$ cat src/rtl/instr_encoder_pkg.sv
// Shared definitions for the instruction encoder.
// Holds the instruction class codes (the same numbering the decoder emits),
// the branch condition codes, the instruction width, the encoder FSM state
// type, and the helpers that check a class and assemble an instruction word.
package instr_encoder_pkg;

  localparam int unsigned INSTR_W = 16;
  localparam int unsigned CLASS_W = 7;

  localparam logic [CLASS_W-1:0] CLS_MOV_IMM8  = 7'd1;
  localparam logic [CLASS_W-1:0] CLS_MOV_RD_RM = 7'd2;
  localparam logic [CLASS_W-1:0] CLS_ADD       = 7'd3;
  localparam logic [CLASS_W-1:0] CLS_CMP       = 7'd4;
  localparam logic [CLASS_W-1:0] CLS_AND       = 7'd5;
  localparam logic [CLASS_W-1:0] CLS_MVN       = 7'd6;
  localparam logic [CLASS_W-1:0] CLS_LDR       = 7'd7;
  localparam logic [CLASS_W-1:0] CLS_STR       = 7'd8;
  localparam logic [CLASS_W-1:0] CLS_HALT      = 7'd9;
  localparam logic [CLASS_W-1:0] CLS_B         = 7'd10;
  localparam logic [CLASS_W-1:0] CLS_EQ        = 7'd11;
  localparam logic [CLASS_W-1:0] CLS_NE        = 7'd12;
  localparam logic [CLASS_W-1:0] CLS_LT        = 7'd13;
  localparam logic [CLASS_W-1:0] CLS_LE        = 7'd14;
  localparam logic [CLASS_W-1:0] CLS_BL        = 7'd15;
  localparam logic [CLASS_W-1:0] CLS_BX        = 7'd16;
  localparam logic [CLASS_W-1:0] CLS_BLX       = 7'd17;

  localparam logic [2:0] COND_AL = 3'b000;
  localparam logic [2:0] COND_EQ = 3'b001;
  localparam logic [2:0] COND_NE = 3'b010;
  localparam logic [2:0] COND_LT = 3'b011;
  localparam logic [2:0] COND_LE = 3'b100;

  typedef enum logic {
    ST_RUN,
    ST_HALTED
  } state_t;

  function automatic logic is_legal(input logic [CLASS_W-1:0] cls);
    return (cls >= CLS_MOV_IMM8) && (cls <= CLS_BLX);
  endfunction

  function automatic logic [INSTR_W-1:0] encode(
    input logic [CLASS_W-1:0] cls,
    input logic [2:0]         rd,
    input logic [2:0]         rn,
    input logic [2:0]         rm,
    input logic [1:0]         sh,
    input logic [7:0]         imm8
  );
    logic [INSTR_W-1:0] w;
    w = '0;
    case (cls)
      CLS_MOV_IMM8:  w = {3'b110, 2'b10, rn, imm8};
      CLS_MOV_RD_RM: w = {3'b110, 2'b00, 3'b000, rd, sh, rm};
      CLS_ADD:       w = {3'b101, 2'b00, rn, rd, sh, rm};
      CLS_CMP:       w = {3'b101, 2'b01, rn, 3'b000, sh, rm};
      CLS_AND:       w = {3'b101, 2'b10, rn, rd, sh, rm};
      CLS_MVN:       w = {3'b101, 2'b11, 3'b000, rd, sh, rm};
      CLS_LDR:       w = {3'b011, 2'b00, rn, rd, imm8[4:0]};
      CLS_STR:       w = {3'b100, 2'b00, rn, rd, imm8[4:0]};
      CLS_HALT:      w = 16'hE000;
      CLS_B:         w = {3'b001, 2'b00, COND_AL, imm8};
      CLS_EQ:        w = {3'b001, 2'b00, COND_EQ, imm8};
      CLS_NE:        w = {3'b001, 2'b00, COND_NE, imm8};
      CLS_LT:        w = {3'b001, 2'b00, COND_LT, imm8};
      CLS_LE:        w = {3'b001, 2'b00, COND_LE, imm8};
      CLS_BL:        w = {3'b010, 2'b11, 3'b111, imm8};
      CLS_BX:        w = {3'b010, 2'b00, 3'b000, rd, 5'b00000};
      CLS_BLX:       w = {3'b010, 2'b10, 3'b111, rd, 5'b00000};
      default:       w = '0;
    endcase
    return w;
  endfunction

endpackage

$ cat src/rtl/instr_encoder_fifo.sv
// Output FIFO for encoded instructions.
// Ports: clk, Reset_n (sync, active-low), push/wdata write side, pop/rdata
// read side (rdata is the registered head entry), clear empties the queue,
// full/empty/count status. Pointers wrap naturally since DEPTH is a power
// of two.
module instr_fifo #(
  parameter int unsigned DEPTH = 4,
  parameter int unsigned WIDTH = 16
) (
  input  logic                       clk,
  input  logic                       Reset_n,
  input  logic                       push,
  input  logic [WIDTH-1:0]           wdata,
  input  logic                       pop,
  input  logic                       clear,
  output logic [WIDTH-1:0]           rdata,
  output logic                       full,
  output logic                       empty,
  output logic [$clog2(DEPTH):0]     count
);

  localparam int unsigned PW = $clog2(DEPTH);
  localparam int unsigned CW = PW + 1;

  logic [WIDTH-1:0] mem [DEPTH];
  logic [PW-1:0]    wptr;
  logic [PW-1:0]    rptr;
  logic             do_push;
  logic             do_pop;

  assign full    = (count == CW'(DEPTH));
  assign empty   = (count == '0);
  assign do_push = push && !full;
  assign do_pop  = pop && !empty;
  assign rdata   = mem[rptr];

  always_ff @(posedge clk) begin
    if (!Reset_n) begin
      wptr  <= '0;
      rptr  <= '0;
      count <= '0;
      for (int unsigned i = 0; i < DEPTH; i++) mem[i] <= '0;
    end else if (clear) begin
      wptr  <= '0;
      rptr  <= '0;
      count <= '0;
    end else begin
      if (do_push) begin
        mem[wptr] <= wdata;
        wptr      <= wptr + PW'(1);
      end
      if (do_pop) rptr <= rptr + PW'(1);
      case ({do_push, do_pop})
        2'b10:   count <= count + CW'(1);
        2'b01:   count <= count - CW'(1);
        default: count <= count;
      endcase
    end
  end

endmodule

$ cat src/rtl/instr_encoder.sv
// Instruction encoder: accepts class + operand requests, assembles 16-bit
// instruction words and queues them in an output FIFO.
// Ports: clk, Reset_n (sync, active-low); request side in_valid/in_ready,
// in_class, in_rd/in_rn/in_rm, in_sh, in_imm8; output side out_valid,
// out_ready, out_instr; err_illegal pulse and saturating err_count for
// rejected classes; halted status; flush clears the FIFO and resumes RUN.
module instr_encoder
  import instr_encoder_pkg::*;
#(
  parameter int unsigned DEPTH = 4
) (
  input  logic               clk,
  input  logic               Reset_n,
  input  logic               in_valid,
  output logic               in_ready,
  input  logic [CLASS_W-1:0] in_class,
  input  logic [2:0]         in_rd,
  input  logic [2:0]         in_rn,
  input  logic [2:0]         in_rm,
  input  logic [1:0]         in_sh,
  input  logic [7:0]         in_imm8,
  output logic               out_valid,
  input  logic               out_ready,
  output logic [INSTR_W-1:0] out_instr,
  output logic               err_illegal,
  output logic [7:0]         err_count,
  output logic               halted,
  input  logic               flush
);

  state_t               state;
  logic                 accept;
  logic                 legal;
  logic                 push;
  logic                 pop;
  logic                 full;
  logic                 empty;
  logic [$clog2(DEPTH):0] count;
  logic [INSTR_W-1:0]   word;

  assign legal    = is_legal(in_class);
  assign word     = encode(in_class, in_rd, in_rn, in_rm, in_sh, in_imm8);
  assign in_ready = (state == ST_RUN) && !full;
  assign accept   = in_valid && in_ready;
  // Flush wins over everything, so both FIFO ports are gated by it here.
  assign push     = accept && legal && !flush;
  assign pop      = out_ready && !empty && !flush;
  assign out_valid = (count != '0);
  assign halted   = (state == ST_HALTED);

  instr_fifo #(
    .DEPTH (DEPTH),
    .WIDTH (INSTR_W)
  ) u_fifo (
    .clk     (clk),
    .Reset_n (Reset_n),
    .push    (push),
    .wdata   (word),
    .pop     (pop),
    .clear   (flush),
    .rdata   (out_instr),
    .full    (full),
    .empty   (empty),
    .count   (count)
  );

  always_ff @(posedge clk) begin
    if (!Reset_n) begin
      state       <= ST_RUN;
      err_illegal <= 1'b0;
      err_count   <= '0;
    end else if (flush) begin
      state       <= ST_RUN;
      err_illegal <= 1'b0;
    end else begin
      err_illegal <= accept && !legal;
      if (accept && !legal && (err_count != 8'hFF)) err_count <= err_count + 8'd1;
      case (state)
        ST_RUN:     if (push && (in_class == CLS_HALT)) state <= ST_HALTED;
        ST_HALTED:  state <= ST_HALTED;
        default:    state <= ST_RUN;
      endcase
    end
  end

endmodule

$ cat config.mk
export PLATFORM = sky130hd
export DESIGN_NAME = instr_encoder
export DESIGN_NICKNAME = d
export VERILOG_FILES = /design/src/rtl/instr_encoder_pkg.sv /design/src/rtl/instr_encoder_fifo.sv /design/src/rtl/instr_encoder.sv
export SDC_FILE = /design/constraint.sdc
export NUM_CORES = 1
export LEC_CHECK = 0
export ABC_AREA = 1
export CORE_MARGIN = 3
export CORE_UTILIZATION = 55
export CTS_CLUSTER_DIAMETER = 120
export DETAILED_ROUTE_END_ITERATION = 7
export HOLD_SLACK_MARGIN = 0.02
export PLACE_DENSITY = 0.79
export SLEW_MARGIN = 0
export SYNTH_ARGS = -nofsm -noshare
export SYNTH_HDL_FRONTEND = slang
export SYNTH_SLANG_ARGS = --single-unit
$ cat constraint.sdc
create_clock -name clk -period 2.8 [get_ports clk]
set_clock_uncertainty 0.05 [all_clocks]
set_input_delay 0.84 -clock clk [delete_from_list [all_inputs] [get_ports clk]]
set_output_delay 0.84 -clock clk [all_outputs]
set_load 0.01 [all_outputs]
==> results_dict.tcl, run 1 <==
set metrics [dict create \
    fin_hold_ws_ps 429 \
    path_class "reg2out" \
    yosysSeqAreaShare_pct 54.8 \
    hold_class "reg2reg" \
    holdPathStages 2 \
    netlist_instances 489 \
    crit_path_max_incr_delay_ps 570 \
    dp_hpwl_um 7260 \
    combPwrFrac_pct 9.4 \
    slew_violations 0 \
    stdcell_area_um2 5480 \
    syn_area_um2 4200 \
    cts_buffers 9 \
    drt_pass1_iterations 5 \
    drt-total-wl_um 10300 \
    n_antenna_cell 0 \
    drc 0 \
    cpMaxStageDelayCell "clkdlybuf4s50_1" \
    intPower_uw 1780 \
    fin_setup_tns_ps 0 \
    hold_path_end "u_fifo.rptr[1]$_SDFFE_PP0P_" \
    clkSlewWorstSetupHoldPaths_ps 80 \
    antenna_found_initial 0 \
    power_switching_uw 548 \
    grt_usage_pct 24.8 \
    syn_area_per_cell_um2 8.58 \
    timing.rr.start "u_fifo.count[0]$_SDFFE_PP0P_" \
    power_uw 2330 \
    endpoint_kind "output port" \
    timing.fmax_mhz 370 \
    routabilityCongestion 0.933 \
    tightest_slew_ps 357 \
    grt_pass1_wl_um 16900 \
    port_buffers 58 \
    clock_path_buffers 2 \
    cp_num_buf_inv 3 \
    worstPathArrival_ps 1810 \
    post_cts_buffers 0 \
    syn_nets 523 \
    rsz0062_at_grt "yes" \
    cp-start-kind "flip-flop" \
    min_period_over_period_pct 96.5 \
    grt_pass1_vias 3636 \
    hold_start "u_fifo.rptr[1]$_SDFFE_PP0P_" \
    hold_viol 0 \
    hold_buffers 0 \
    via_count 3722 \
    yosys.cell_types.count 25 \
    cp_max_fo 32 \
    clk_latency_ps 340 \
    crit_chain "inv_1, buf_12, o21ai_0, o22ai_1, clkdlybuf4s50_1" \
    powerDensity_nw_per_um2 425 \
    timing.max_slew.rel_slack_pct 76.1 \
    clkPwrFrac_pct 32.0 \
    ys_seq_elements 83 \
    nFillCells 506 \
    clock-root-buffer "clkbuf_8" \
    die_w_um 93.4 \
    yosysWarnings 0 \
    fin_crit_ps 2700 \
    cap_violations 0 \
    r2r_end "u_fifo.count[2]$_SDFFE_PP0P_" \
    die_area_um2 8720 \
    ant_nets 0 \
    finalSetupViolations 0 \
    viasPerCell 5.32 \
    drt_iter0_drc 195 \
    r2r_cells 12 \
    start_util_pct 57.3 \
    htreeDepth 3 \
    cts_tree "done" \
    outcome "finished clean" \
    sw_frac_of_total_pct 23.5 \
    placed_area_um2 5280 \
    p_leak_uw 0.00239 \
    pwr-share-seq_pct 58.6 \
    num_rows 31 \
    cp_top_family "buffers and inverters" \
    crit_required_ps 1910 \
    layout-drive-gt1-share_pct 13.6 \
    clock_sinks 83 \
    grt_start_max_net_pins 33 \
    syn_to_final_growth_pct 30.6 \
    core_um2 7330 \
    reg2reg_slack_ps 780 \
    die_h_um 93.4 \
    finish.net_count 630 \
    grt_overflow 0 \
    wire_per_inst_um 14.7 \
    vdd_drop_max_mv 0.225 \
    io_pins 59 \
]
[flip-flops by register name, summed over array words and instances, names as in the netlist, named ones only]
signal,cells
u_fifo.wptr,2
u_fifo.mem,64
u_fifo.count,3
err_count,8
u_fifo.rptr,2
err_illegal,1
halted,1
[worst max-delay path by stage]
stage          depth (start not counted)   startpoint                              to
3_3_place_gp                          13  in_class[0]    u_fifo.count[2]$_SDFFE_PP0P_
3_5_place_dp                          13  in_class[1]    u_fifo.count[2]$_SDFFE_PP0P_
6_report                               5    flip-flop                   out_instr[15]
2_1_floorplan                         10  in_class[1]  u_fifo.mem[0][0]$_SDFFCE_PN0P_
5_1_grt                                4    flip-flop                    out_instr[5]
4_1_cts                                4    flip-flop                    out_instr[6]
[cells in the final DEF, fill, tap and decap left out, types with 5 or more instances in the layout]
master,count
nand3_4,5
nand2_1,100
nand3_1,11
clkbuf_8,9
o21ai_0,41
a21oi_1,20
nand4_1,13
buf_4,42
inv_1,51
edfxtp_1,64
nor2_1,110
o22ai_1,16
dfxtp_1,19
buf_12,6
nor3_1,5
clkdlybuf4s50_1,53
[cells in the mapped netlist]
cell / instances / area share, %
nand3_4: 5 / 2.1
inv_1: 51 / 4.6
o22ai_1: 16 / 2.4
nor3_1: 5 / 0.60
o21ai_1: 1 / 0.12
nand2_1: 100 / 8.9
o21ai_0: 41 / 4.9
buf_6: 4 / 1.1
nor2_2: 1 / 0.15
inv_2: 3 / 0.27
ha_1: 2 / 0.60
dfxtp_1: 19 / 9.1
clkbuf_1: 9 / 0.80
nand3b_1: 1 / 0.18
nand3_1: 12 / 1.4
nand2_2: 2 / 0.30
edfxtp_1: 64 / 46
xnor2_1: 1 / 0.21
nor2_1: 112 / 10
nand4_1: 13 / 1.9
a21oi_1: 20 / 2.4
nor2_8: 2 / 0.95
a211oi_1: 1 / 0.18
fa_1: 1 / 0.48
xor2_1: 3 / 0.63
[kinds of logic (layout without fill, tap and decap cells)]
logic type      count (synthesis)  count (layout)  share of synthesized area (%)
simple gates                  253             253                           26.6
flops                          83              83                           54.8
fa+ha+maj                       3               3                           1.07
compound gates                 79              79                           9.96
xor+xnor                        4               4                          0.835
buf+inv                        67             179                           6.71
[cell type report]
type	instances	area, um2	area share (%)
clock buffers	9	124	2.26
clock inverters	7	45.0	0.821
inverters	54	203	3.70
multi-input cells	339	1630	29.7
flip-flops and latches	83	2300	42.0
well taps	99	124	2.26
repair buffers	109	1060	19.3
[worst register-to-register path, delay by kind of cell (launching register included)]
family / cells / cell delay, ps
buffers and inverters: 1 / 60
DFF: 1 / 340
AOI/OAI and AO/OA: 4 / 470
adders and majority gates: 2 / 510
and+or+nand+nor: 5 / 480
[power groups by stage]
stage                     combinational [uW]  sequential, uW  clock, uW
after floorplan                         81.7            1390          0
after CTS                                220            1360        754
after global placement                   214            1390          0
after detailed placement                 219            1390          0
after global routing                     238            1370        801
final                                    219            1360        745
[stage by stage]
step / std cells / utilization (%) / worst slack, ps
finish: 700 / 74.8 / 98.2
global placement: 684 / 72.0 / -200
CTS: 700 / 74.3 / 3.52
global route: 700 / 74.8 / -12.4
detailed placement: 684 / 72.0 / -236
floorplan: 489 / - / 187
[timing repair]
item | CTS | global route
pin swaps | 1 | 0
endpoints found under the setup margin | 1 | 13
hold endpoints to repair | 0 | 0
resized for setup | 1 | 11
[per-layer routing]
layer | vias up | global-route usage, % | routed length, um
li1 | 1841 | - | -
met1 | 1721 | 30.6 | 4010
met2 | 141 | 42.4 | 5320
met3 | 19 | 4.75 | 727
met4 | 0 | 10.4 | 209
met5 | - | 0 | 0
Power figures use the tool's default switching activity.
==> run 2, diff against run 1 <==
- CTS_CLUSTER_DIAMETER: 120 -> default
- CTS_CLUSTER_SIZE: default -> 12
==> results of run 2 <==
The final DEF is identical to that of run 1; final timing and power are the same.
==> run 3, diff against run 2 <==
- GPL_TIMING_DRIVEN: default -> 0
==> results_dict.tcl, run 3 (synthesis gave the netlist of run 1 again) <==
set metrics [dict create \
    grt_pass1_wl_um 16800 \
    cts_tree "done" \
    timing.fmax_mhz 365 \
    layout-drive-gt1-share_pct 10.0 \
    power_switching_uw 555 \
    clkPwrFrac_pct 37.8 \
    via_count 3622 \
    drt_pass1_iterations 5 \
    path_class "reg2out" \
    slew_violations 0 \
    wire_per_inst_um 15.5 \
    tightest_slew_ps 760 \
    htreeDepth 3 \
    fin_crit_ps 2740 \
    grt_pass1_vias 3510 \
    routabilityCongestion 0.970 \
    crit_required_ps 1910 \
    port_buffers 58 \
    reg.largest.list "u_fifo.mem x64, err_count x8, u_fifo.count x3" \
    final_common_cell "nor2_1" \
    rsz0062_at_grt "yes" \
    endpoint_kind "output port" \
    intPower_uw 1940 \
    combPwrFrac_pct 7.6 \
    n_antenna_cell 0 \
    placed_area_um2 4900 \
    outcome "finished clean" \
    largest_reg_flops 64 \
    pwr-share-seq_pct 54.6 \
    hold_viol 0 \
    core_um2 7330 \
    antenna_found_initial 0 \
    die_w_um 93.4 \
    die_area_um2 8720 \
    crit_path_max_incr_delay_ps 580 \
    regMostFlops "u_fifo.mem" \
    grt_usage_pct 25.1 \
    vdd_drop_max_mv 0.216 \
    clock_sinks 83 \
    num_rows 31 \
    clkSlewWorstSetupHoldPaths_ps 80 \
    hold_class "reg2reg" \
    hold_buffers 0 \
    crit_chain "inv_1, buf_4, nor2_1, o22ai_1, clkdlybuf4s50_1" \
    p_leak_uw 0.00229 \
    cpMaxStageDelayCell "clkdlybuf4s50_1" \
    finalSetupViolations 0 \
    worstPathArrival_ps 1850 \
    die_h_um 93.4 \
    sw_frac_of_total_pct 22.2 \
    min_period_over_period_pct 97.9 \
    cp-start-kind "flip-flop" \
    powerDensity_nw_per_um2 472 \
    clock-root-buffer "clkbuf_8" \
    io_pins 59 \
    clk_latency_ps 350 \
    pre_cts_slack_ps -891 \
    fin_hold_ws_ps 428 \
    ant_nets 0 \
    power_uw 2500 \
    grt_overflow 0 \
    dp_hpwl_um 7070 \
    stdcell_area_um2 5290 \
    viasPerCell 5.41 \
    drt_iter0_drc 289 \
    setup_slack_ps 59.8 \
    drc 0 \
    fin_setup_tns_ps 0 \
    clock_path_buffers 2 \
    syn_to_final_growth_pct 26.0 \
    cp_max_fo 10 \
    cts_buffers 9 \
    timing.max_slew.rel_slack_pct 49.3 \
    finish.net_count 599 \
    cap_violations 0 \
    timing.rr.start "u_fifo.count[0]$_SDFFE_PP0P_" \
    drt-total-wl_um 10400 \
    grt_start_max_net_pins 17 \
    mostFrequentLayoutCells "nor2_1 (109), nand2_1 (96), edfxtp_1 (64)" \
    hold_start "u_fifo.rptr[1]$_SDFFE_PP0P_" \
    start_util_pct 57.3 \
]
-- run 3: cell type report --
type / instances / area (um2)
Buffer: 13 / 106
Clock buffer: 10 / 128
Clock inverter: 6 / 88.8
Fill cell: 539 / 2040
Inverter: 54 / 203
Multi-Input combinational cell: 339 / 1690
Sequential cell: 83 / 2310
Tap cell: 99 / 124
Timing Repair Buffer: 65 / 643
-- run 3: layer usage --
layer	track usage [%]	vias up	wire length, um
li1	-	1781	-
met1	30.5	1677	4030
met2	45.3	149	5460
met3	4.18	15	765
met4	7.69	0	138
met5	0	-	0
-- run 3: final timing paths --
path | endpoint | slack (ps) | cells past startpoint
max reg2reg | u_fifo.count[2]$_SDFFE_PP0P_ | 700 | 12
min | flip-flop | 430 | 2
max | out_instr[13] | 60 | 5
min reg2reg | flip-flop | 430 | 2
-- run 3: per-stage QoR --
| step | util, % | cells |
|---|---|---|
| detailed placement | 66.9 | 646 |
| CTS | 71.5 | 668 |
| finish | 72.1 | 669 |
| global route | 72.1 | 669 |
| global placement | 66.9 | 646 |
| floorplan | - | 489 |
-- run 3: what timing repair did --
| item | CTS | global route |
|---|---|---|
| pin swaps | 3 | 1 |
| buffers inserted | 6 | 1 |
| setup endpoints to repair | 81 | 94 |
| gates resized for setup | 34 | 22 |
-- run 3: critical path, delay by kind of cell (launching register included) --
family                 cells  cell delay (ps)
AO/OA/AOI/OAI              1              170
buffers and inverters      3              930
flip-flops                 1              360
AND/OR/NAND/NOR            1               60
-- run 3: power by group through the flow --
| stage | Combinational (uW) | Clock (uW) | Sequential (uW) |
|---|---|---|---|
| floorplan | 81.7 | 0 | 1390 |
| global placement | 175 | 0 | 1390 |
| detailed placement | 178 | 0 | 1390 |
| CTS | 187 | 940 | 1360 |
| global route | 207 | 1000 | 1370 |
| finish | 190 | 943 | 1360 |
